[src/rtl/parking_pkg.sv]
// Shared types and constants for the parking entry gate and occupancy counter.
// The gate state enum and car class are common to both blocks.
package parking_pkg;

    typedef enum logic [2:0] {
        IDLE,
        WAIT_BADGE,
        DECIDE,
        REJECT,
        OPEN,
        PASSING,
        CLOSE
    } gate_state_t;

    typedef enum logic {
        VISITOR = 1'b0,
        UNI     = 1'b1
    } car_class_t;

    localparam int unsigned UNI_CAPACITY   = 500;
    localparam int unsigned TOTAL_CAPACITY = 700;
    localparam int unsigned BASE_FREE      = 200;

    function automatic int unsigned max_u(input int unsigned a, input int unsigned b);
        return (a > b) ? a : b;
    endfunction

endpackage

[src/rtl/parking_entry_gate_timer.sv]
// gate_timer: loadable saturating up-counter with clear, enable and a
// terminal-count compare against a run-time selectable value.
module gate_timer #(
    parameter int unsigned CNT_W   = 10,
    parameter int unsigned SAT_VAL = (1 << CNT_W) - 1
) (
    input  logic             clk,
    input  logic             reset,
    input  logic             clr,
    input  logic             en,
    input  logic             load,
    input  logic [CNT_W-1:0] load_val,
    input  logic [CNT_W-1:0] tc_val,
    output logic             tc
);

    localparam logic [CNT_W-1:0] SAT = CNT_W'(SAT_VAL);

    logic [CNT_W-1:0] count;

    always_ff @(posedge clk) begin
        if (reset || clr) begin
            count <= '0;
        end else if (load) begin
            count <= load_val;
        end else if (en && (count < SAT)) begin
            count <= count + 1'b1;
        end
    end

    assign tc = (count == tc_val);

endmodule

[src/rtl/parking_entry_gate.sv]
// Entry-barrier controller: one vehicle at a time, badge classify, vacancy check,
// barrier sequencing. Optional open-timeout via `PARKING_GATE_TIMEOUT_EN.
module parking_entry_gate
    import parking_pkg::*;
#(
    parameter int unsigned BADGE_WAIT   = 16,
    parameter int unsigned OPEN_TIMEOUT = 1000,
    parameter int unsigned CNT_W        = 10
) (
    input  logic clk,
    input  logic reset,
    input  logic car_detect,
    input  logic badge_valid,
    input  logic badge_is_uni,
    input  logic uni_is_vacated_space,
    input  logic is_vacated_space,
    input  logic pass_sensor,
    output logic barrier_open,
    output logic car_entered,
    output logic is_uni_car_entered,
    output logic reject,
    output logic busy,
    output logic gate_timeout
);

    localparam logic [CNT_W-1:0] BADGE_TC = CNT_W'(BADGE_WAIT - 1);

    gate_state_t      state;
    car_class_t       car_class;
    logic             timer_clr;
    logic             timer_en;
    logic             timer_tc;
    logic [CNT_W-1:0] timer_tc_val;
    logic             vacancy;

    // The timer is cleared in IDLE and DECIDE so it starts from 0 in both WAIT_BADGE and OPEN.
    assign timer_clr = (state == IDLE) || (state == DECIDE);

`ifdef PARKING_GATE_TIMEOUT_EN
    localparam logic [CNT_W-1:0] OPEN_TC = CNT_W'(OPEN_TIMEOUT - 1);
    assign timer_en     = (state == WAIT_BADGE) || (state == OPEN);
    assign timer_tc_val = (state == OPEN) ? OPEN_TC : BADGE_TC;
`else
    assign timer_en     = (state == WAIT_BADGE);
    assign timer_tc_val = BADGE_TC;
    assign gate_timeout = 1'b0;
`endif

    gate_timer #(
        .CNT_W   (CNT_W),
        .SAT_VAL (max_u(BADGE_WAIT, OPEN_TIMEOUT))
    ) u_timer (
        .clk      (clk),
        .reset    (reset),
        .clr      (timer_clr),
        .en       (timer_en),
        .load     (1'b0),
        .load_val ('0),
        .tc_val   (timer_tc_val),
        .tc       (timer_tc)
    );

    assign vacancy = (car_class == UNI) ? uni_is_vacated_space : is_vacated_space;

    always_ff @(posedge clk) begin
        if (reset) begin
            state              <= IDLE;
            car_class          <= VISITOR;
            barrier_open       <= 1'b0;
            car_entered        <= 1'b0;
            is_uni_car_entered <= 1'b0;
            reject             <= 1'b0;
            busy               <= 1'b0;
`ifdef PARKING_GATE_TIMEOUT_EN
            gate_timeout       <= 1'b0;
`endif
        end else begin
            car_entered        <= 1'b0;
            is_uni_car_entered <= 1'b0;
            reject             <= 1'b0;
`ifdef PARKING_GATE_TIMEOUT_EN
            gate_timeout       <= 1'b0;
`endif
            case (state)
                IDLE: begin
                    if (car_detect) begin
                        state <= WAIT_BADGE;
                        busy  <= 1'b1;
                    end
                end
                WAIT_BADGE: begin
                    if (!car_detect) begin
                        state <= IDLE;
                        busy  <= 1'b0;
                    end else if (badge_valid) begin
                        car_class <= car_class_t'(badge_is_uni);
                        state     <= DECIDE;
                    end else if (timer_tc) begin
                        car_class <= VISITOR;
                        state     <= DECIDE;
                    end
                end
                DECIDE: begin
                    if (vacancy) begin
                        state        <= OPEN;
                        barrier_open <= 1'b1;
                    end else begin
                        state  <= REJECT;
                        reject <= 1'b1;
                    end
                end
                REJECT: begin
                    if (!car_detect) begin
                        state <= IDLE;
                        busy  <= 1'b0;
                    end
                end
                OPEN: begin
                    if (pass_sensor) begin
                        state <= PASSING;
`ifdef PARKING_GATE_TIMEOUT_EN
                    end else if (timer_tc) begin
                        state        <= REJECT;
                        barrier_open <= 1'b0;
                        gate_timeout <= 1'b1;
`endif
                    end
                end
                PASSING: begin
                    if (!pass_sensor) begin
                        state              <= CLOSE;
                        barrier_open       <= 1'b0;
                        car_entered        <= 1'b1;
                        is_uni_car_entered <= (car_class == UNI);
                    end
                end
                CLOSE: begin
                    state <= IDLE;
                    busy  <= 1'b0;
                end
                default: begin
                    state        <= IDLE;
                    barrier_open <= 1'b0;
                    busy         <= 1'b0;
                end
            endcase
        end
    end

endmodule

[config.mk]
export PLATFORM = sky130hd
export DESIGN_NAME = parking_entry_gate
export DESIGN_NICKNAME = d
export VERILOG_FILES = /design/src/rtl/parking_pkg.sv /design/src/rtl/parking_entry_gate_timer.sv /design/src/rtl/parking_entry_gate.sv
export SDC_FILE = /design/constraint.sdc
export NUM_CORES = 1
export LEC_CHECK = 0
export CORE_ASPECT_RATIO = 1.4
export CORE_MARGIN = 2
export CORE_UTILIZATION = 58
export CTS_CLUSTER_SIZE = 40
export DETAILED_ROUTE_END_ITERATION = 16
export DONT_BUFFER_PORTS = 1
export PLACE_DENSITY = 0.82
export REMOVE_ABC_BUFFERS = 1
export SYNTH_ARGS = -nofsm -noshare
export SYNTH_HDL_FRONTEND = slang
export SYNTH_HIERARCHICAL = 1
export SYNTH_SLANG_ARGS = --single-unit
[constraint.sdc]
create_clock -name clk -period 4.08 [get_ports clk]
set_input_delay 0.408 -clock clk [delete_from_list [all_inputs] [get_ports clk]]
set_output_delay 0.408 -clock clk [all_outputs]
set_load 0.02 [all_outputs]
=== Word level (Yosys, flattened, before mapping) ===
Cells that the tools add are included.

* Register bits: 19
* Input port bits: 8
* Output and inout bits: 6
* Logic and storage cells: 63

* Add/subtract/negate cells: 1
* Order comparisons: 1
* Equal/unequal tests: 14
* Mux-type cells: 20
* Bitwise gates (word level): 4
* Reductions and logical operators: 15

{| class="wikitable"
|+ Operators by type and width
! kind !! count
|-
| $mux W3 || 8
|-
| $pmux W3 S6 || 1
|-
| $ne A2 B2 Y1 const B || 6
|-
| $add A10 B1 Y10 const B || 1
|-
| $eq A10 B4 Y1 const B || 1
|-
| $lt A10 B10 Y1 const B || 1
|-
| $eq A3 B3 Y1 const B || 3
|-
| $mux W1 || 9
|-
| $reduce_and A3 Y1 || 3
|-
| $eq A3 B2 Y1 const B || 2
|-
| $pmux W1 S3 || 2
|-
| $reduce_or A2 Y1 || 3
|-
| $reduce_or A3 Y1 || 2
|-
| $reduce_and A5 Y1 || 1
|-
| $reduce_or A5 Y1 || 1
|-
| $ne A4 B4 Y1 const B || 1
|-
| $not A1 Y1 || 4
|-
| $eq A3 B1 Y1 const B || 1
|-
| $logic_not A3 Y1 || 1
|-
| $logic_or A1 B1 Y1 || 2
|-
| $reduce_bool A2 Y1 || 1
|-
| $logic_and A1 B1 Y1 || 1
|}

=== Logic depth before layout (Yosys ltp) ===
Gate-level depths: netlist of the first run.

* Word-level depth: 5
* Mapped depth: 7
* Gate-level depth less buffers: 6

=== By module ===
Netlist of the first run, hierarchy kept.

{| class="wikitable"
|+ Modules (own cells, without submodules)
! module !! times used !! cells each !! area each (um2) !! seq. area each (um2)
|-
| gate_timer || 1 || 83 || 719.4 || 200.2
|-
| parking_entry_gate || 1 || 55 || 514.2 || 180.2
|}

=== Worst setup path after synthesis of the first run ===
Ideal clock, no wire load.

* Path kind: reg2reg
* From: register state[0]
* To: register u_timer.count[8]
* Setup time: 119 ps
* Arrival: 1,453 ps
* Required time: 3,961 ps
* Setup slack: 2,509 ps
* Cell stages (with the launch flop): 7
* Buffers on the path: 0
* Clock period less this slack: 1,571 ps
* Path through: dfxtp_1 nand2b_2 nor2_1 nand2_1 a2111oi_4 xnor2_1 a21oi_1

* Elaborated cells on any way between the ends: 6
* Those cells by class: eq/ne (2); reduce/logical (4)

{| class="wikitable"
|+ RTL lines
! element !! RTL line !! text
|-
| start: declaration || parking_entry_gate.sv:28 || <nowiki>gate_state_t state;</nowiki>
|-
| start signal: assignment || parking_entry_gate.sv:67 || <nowiki>state <= IDLE;</nowiki>
|-
| start signal: assignment || parking_entry_gate.sv:87 || <nowiki>state <= WAIT_BADGE;</nowiki>
|-
| start signal: assignment || parking_entry_gate.sv:93 || <nowiki>state <= IDLE;</nowiki>
|-
| $eq A3 B1 Y1 || parking_entry_gate.sv:44 || <nowiki>assign timer_en = (state == WAIT_BADGE);</nowiki>
|-
| net timer_en || parking_entry_gate.sv:31 || <nowiki>logic timer_en;</nowiki>
|-
| $logic_and A1 B1 Y1 || parking_entry_gate_timer.sv:26 || <nowiki>end else if (en && (count < SAT)) begin</nowiki>
|-
| end signal: assignment || parking_entry_gate_timer.sv:25 || <nowiki>count <= load_val;</nowiki>
|-
| end signal: assignment || parking_entry_gate_timer.sv:27 || <nowiki>count <= count + 1'b1;</nowiki>
|-
| end: declaration || parking_entry_gate_timer.sv:19 || <nowiki>logic [CNT_W-1:0] count;</nowiki>
|}

The timed path passes the listed nets, and every way through them passes these cells.
A chain may end at the register's enable or synchronous reset.

=== Final worst setup path of the first run ===
* From: register state[1]
* To: register u_timer.count[8]

Same word-level chain as after synthesis.

==> impl_metrics.json, run 1 <==
{
  "outcome": "completed",
  "synth_edf_count": 0,
  "cts_tree": "done",
  "cts.path.max_buffers": 2,
  "netlist_area_um2": 1230,
  "synth-main-ff-cell": "dfxtp_1",
  "worst_setup_path_end_kind": "register",
  "wl_per_cell_um": 13.0,
  "vias_per_cell": 5.63,
  "grt_pass1_vias": 939,
  "synth-async-reset-ratio": 0,
  "die_w_um": 43.0,
  "timing.slew.headroom": 0.637,
  "drtPass1Iterations": 5,
  "synth_top_area_share": 0.308,
  "skew_ps": 4.88,
  "rows": 19,
  "worstMarginPinSlew_ps": 543,
  "clkTransAtPathRegs_ps": 100,
  "ctsResizeCount": 0,
  "cts_setup_buffers": 0,
  "core_um2": 2000,
  "path_class": "register to register",
  "die-area_um2": 2520,
  "dp_hpwl_um": 1760,
  "min_path_type": "primary input to register",
  "initial_core_util": 0.618,
  "wl_um": 2260,
  "n_antenna_cell": 0,
  "syn_to_final_growth_pct": 4.77,
  "fin_setup_tns_ps": 0,
  "maxCapViolations": 0,
  "gr-total-overflow": 0,
  "period_share": 0.464,
  "arrival_ps": 2090,
  "syn_inst": 138,
  "period_minus_slack_ps": 1890,
  "ys_types": 40,
  "htree_levels": 1,
  "clock_latency_ps": 300,
  "holdWs_ps": 159,
  "io_pins": 14,
  "synth_seq_cells": 19,
  "grt_max_degree": 20,
  "ys_seq_area_frac": 0.308,
  "first_iter_violations": 31,
  "grt_pass1_wl_um": 3870,
  "final_nets": 163,
  "root_buffer": "clkbuf_4",
  "drtAntennaViolNets": 0,
  "synth.avg_cell_area_um2": 8.94,
  "drive_gt1_frac": 0.118,
  "place_congestion": 0.946,
  "vias": 979,
  "p_leak_uw": 0.000442,
  "fmax_mhz": 528,
  "die_y_um": 58.6,
  "numCtsBuffers": 3,
  "synthTopCellsByArea": "dfxtp_1, xnor2_1, a21oi_1",
  "power_density_nw_per_um2": 274,
  "finalHoldViolCount": 0,
  "setup_violations": 0,
  "io_buffers": 0,
  "ir_drop_uv": 206,
  "rsz0062_at_grt": "no",
  "hold_buffers": 0,
  "synth_top_cell_by_area": "dfxtp_1",
  "cts.sinks": 19,
  "final_cell_mix": "conb_1, dfxtp_1, a21oi_1",
  "final_common_cell": "conb_1",
  "slew_violations": 0,
  "nFillCells": 178,
  "post-route-drc-count": 0,
  "crit_path_start_kind": "register",
  "grt_antenna_before_repair": 0,
  "ys.warnings.count": 6,
  "track_usage": 0.202,
  "required_ps": 4280,
  "cp_max_fo": 11
}
## critical path, stage by stage, from the launching register on
cell	delay, ps
dfxtp_1	420
nand2b_2	260
nor2_1	330
nand2_1	210
a2111oi_4	330
xnor2_1	160
a21oi_1	80
## final cells by class
cell class	count	area [µm²]	share of cell area
Inverter	5	18.8	0.0145
Tap cell	21	26.3	0.0203
Clock buffer	3	22.5	0.0174
Sequential cell	19	380	0.294
Multi-Input combinational cell	125	840	0.650
Clock inverter	1	5.00	0.00387
## synth_stat cells, drive strengths merged (2+ instances only)
cell,number
xnor2,15
nor2b,2
buf,6
mux2i,2
inv,4
nand2,3
o21a,2
and2b,3
o21ai,16
a211oi,6
a21oi,17
xor2,3
nand3,4
mux2,2
dfxtp,19
nor2,5
conb,2
clkbuf,4
nand4,8
## through the flow
stage / setup slack (ps) / instance area, µm² / utilization / instances / power, µW
after detailed placement: 2210 / 1260 / 0.633 / 170 / 264
after global placement: 2330 / 1260 / 0.633 / 170 / 261
after global routing: 2070 / 1290 / 0.647 / 174 / 376
after CTS: 2180 / 1290 / 0.647 / 174 / 357
after floorplan: 2450 / 1240 / - / 149 / 254
final: 2190 / 1290 / 0.647 / 174 / 354
## final timing paths
check	to	cells past startpoint	slack, ps	from
min reg2reg	car_class$_SDFFE_PP0P_	2	510	car_class$_SDFFE_PP0P_
max	u_timer/count[8]$_SDFFE_PP0P_	6	2190	state[1]$_SDFFE_PP0P_
min	car_class$_SDFFE_PP0P_	1	160	reset
max reg2reg	u_timer/count[8]$_SDFFE_PP0P_	6	2190	state[1]$_SDFFE_PP0P_
## report_power, final
part	internal, µW	switching [µW]
clock network	36.6	57.4
logic	23.8	28.6
registers	193	14.8
## sequential cells by signal (all words and copies together) (netlist names)
register and cells:
state 3, car_class 1, barrier_open 1, busy 1
u_timer/count 10, is_uni_car_entered 1, reject 1, car_entered 1
## cell families after synthesis
| group | Yosys count | share of synthesized area |
|---|---|---|
| AOI/OAI and AO/OA | 46 | 0.259 |
| and+or+nand+nor | 33 | 0.176 |
| DFF | 19 | 0.308 |
| xor gates and xnor gates | 18 | 0.128 |
| buffers and inverters | 15 | 0.0750 |
| muxes | 4 | 0.0375 |
| other | 2 | 0.00609 |
| adders and majority gates | 1 | 0.0101 |
## routing by layer
metal  vias to the layer above  global-route usage  routed length (µm)  share of wire
met4                         0               0.117                  43          0.019
met3                         5              0.0307                  99          0.044
met2                        25               0.374                1190           0.53
met5                         -                   0                   0              0
met1                       444               0.212                 926           0.41
li1                        505                   -                   -              -
Power figures use the tool's default switching activity.
==> run 2: changes to the inputs <==
Settings changed: CORE_UTILIZATION 58 to 55, PLACE_DENSITY 0.82 to 0.81.
Clock period 4.08 ns to 1.61 ns, I/O delays scaled along.
==> run 2 against run 1 <==
Effect of this change: utilization increased by 1.8 points; first-iteration DRC count increased by 32%; combinational power rose to 3.5 times the previous value; register-to-register slack got worse by 2100 ps; sequential cell count did not move; wire length grew 24%; non-clock buffer count increased by 12; cell area increased by 11%; total power increased to 2.7 times the previous value; global-route usage is 2.2 points higher; fmax up 21%; critical endpoint is now car_class$_SDFFE_PP0P_; largest cell class unchanged; highest routed layer unchanged.
==> impl_metrics.json, run 2 (same netlist as run 1, synthesis figures left out) <==
{
  "outcome": "completed",
  "numCtsBuffers": 3,
  "track_usage": 0.224,
  "final_cell_mix": "conb_1, a21oi_1, o21ai_0, dfxtp_1, xnor2_1",
  "timing.critical_path.cells": "xnor2_2 -> nand4_1 -> nor4_2 -> nor2_2 -> o41ai_1 -> a21oi_1",
  "cts.sinks": 19,
  "cts_tree": "done",
  "fin_setup_tns_ps": 0,
  "final_common_cell": "conb_1",
  "first_iter_violations": 41,
  "n_antenna_cell": 0,
  "setup_violations": 0,
  "arrival_ps": 1740,
  "core_um2": 2150,
  "grt_antenna_before_repair": 0,
  "syn_to_final_growth_pct": 16.0,
  "min_from": "badge_valid",
  "drive_gt1_frac": 0.230,
  "gr-total-overflow": 0,
  "clock_latency_ps": 290,
  "placed_area_um2": 1320,
  "slowest_stage": "dfxtp_2",
  "initial_core_util": 0.573,
  "die_y_um": 60.0,
  "fmax_mhz": 641,
  "rows": 20,
  "wl_um": 2800,
  "io_pins": 14,
  "io_buffers": 0,
  "crit_family": "simple AND/OR/NAND/NOR gates",
  "required_ps": 1790,
  "cp_max_fo": 5,
  "min_path_type": "primary input to register",
  "cts.path.max_buffers": 2,
  "grt_pass1_vias": 1044,
  "grt_pass1_wl_um": 4370,
  "vias": 1057,
  "crit_start": "u_timer/count[7]$_SDFFE_PP0P_",
  "clkTransAtPathRegs_ps": 110,
  "p_leak_uw": 0.000514,
  "power_density_nw_per_um2": 660,
  "maxCapViolations": 0,
  "final_area_um2": 1430,
  "holdWs_ps": 11.4,
  "die-area_um2": 2640,
  "drtAntennaViolNets": 0,
  "period_minus_slack_ps": 1560,
  "ir_drop_uv": 505,
  "path_buf_inv": 0,
  "critPathMaxStageDelay_ps": 370,
  "root_buffer": "clkbuf_4",
  "largest_register_ffs": 10,
  "drtPass1Iterations": 4,
  "post-route-drc-count": 0,
  "dp_hpwl_um": 1950,
  "largest-register": "u_timer/count",
  "rr_startpoint": "u_timer/count[7]$_SDFFE_PP0P_",
  "htree_levels": 1,
  "crit_path_start_kind": "register",
  "skew_ps": 5.36,
  "worst_setup_path_end_kind": "register",
  "path_class": "register to register",
  "place_congestion": 0.837,
  "dp.cells": 178,
  "fin_cells": 187,
  "grt_max_degree": 20,
  "wl_per_cell_um": 15.0,
  "largestRegisters": "u_timer/count: 10 flops, state: 3 flops",
  "vias_per_cell": 5.65,
  "die_w_um": 44.0,
  "slew_violations": 0,
  "period_share": 0.969,
  "final_nets": 175,
  "finalHoldViolCount": 0,
  "final_util": 0.665
}
run 2: cell types whose count changed in the layout (fill, tap and decap cells not counted), moves of 2 or more:
cell,before,now
buf_4,0,10
dfxtp_1,19,15
dfxtp_2,0,2
dfxtp_4,0,2
dlygate4sd3_1,0,2
nor2_1,5,3
nor2_2,0,2
xnor2_1,15,13
xnor2_2,0,2
run 2: final timing paths:
kind | cells after the start | slack (ps) | endpoint
max | 6 | 50 | car_class$_SDFFE_PP0P_
min | 2 | 10 | car_class$_SDFFE_PP0P_
max reg2reg | 6 | 50 | car_class$_SDFFE_PP0P_
min reg2reg | 2 | 520 | car_class$_SDFFE_PP0P_
run 2: repair_timing:
item / 4_1_cts / 5_1_grt
setup endpoints to repair: 2 / 5
cloned: 0 / 0
setup buffers: 0 / 3
resized for setup: 2 / 12
pin swaps: 0 / 2
hold buffers: 2 / 0
endpoints found under the hold margin: 7 / 0
run 2: cell type report:
cell class                 instances  area (µm²)
clock buffer                       4        26.3
fill                             177         721
inverter                           5        18.8
multi-input combinational        125         873
sequential                        19         390
tap                               22        27.5
timing repair buffer              12        95.1
run 2: report_power, final:
group | internal (µW) | total (µW) | switching (µW)
clock | 96.3 | 244 | 147
sequential | 488 | 515 | 27.4
combinational | 84.8 | 186 | 102
total | 669 | 945 | 276
run 2: metrics by stage:
stage	setup slack, ps	total power, µW
CTS	25.3	933
finish	49.4	945
global placement	0.0715	680
detailed placement	-33.1	687
global route	-62.1	988
floorplan	-20.9	644
run 2: metal layers:
layer / part of all wire / vias up / global-route usage / wire [µm]
li1: - / 524 / - / -
met4: 0.039 / 0 / 0.130 / 108
met5: 0 / - / 0 / 0
met1: 0.36 / 482 / 0.218 / 1010
met2: 0.56 / 38 / 0.435 / 1570
met3: 0.041 / 13 / 0.0272 / 115
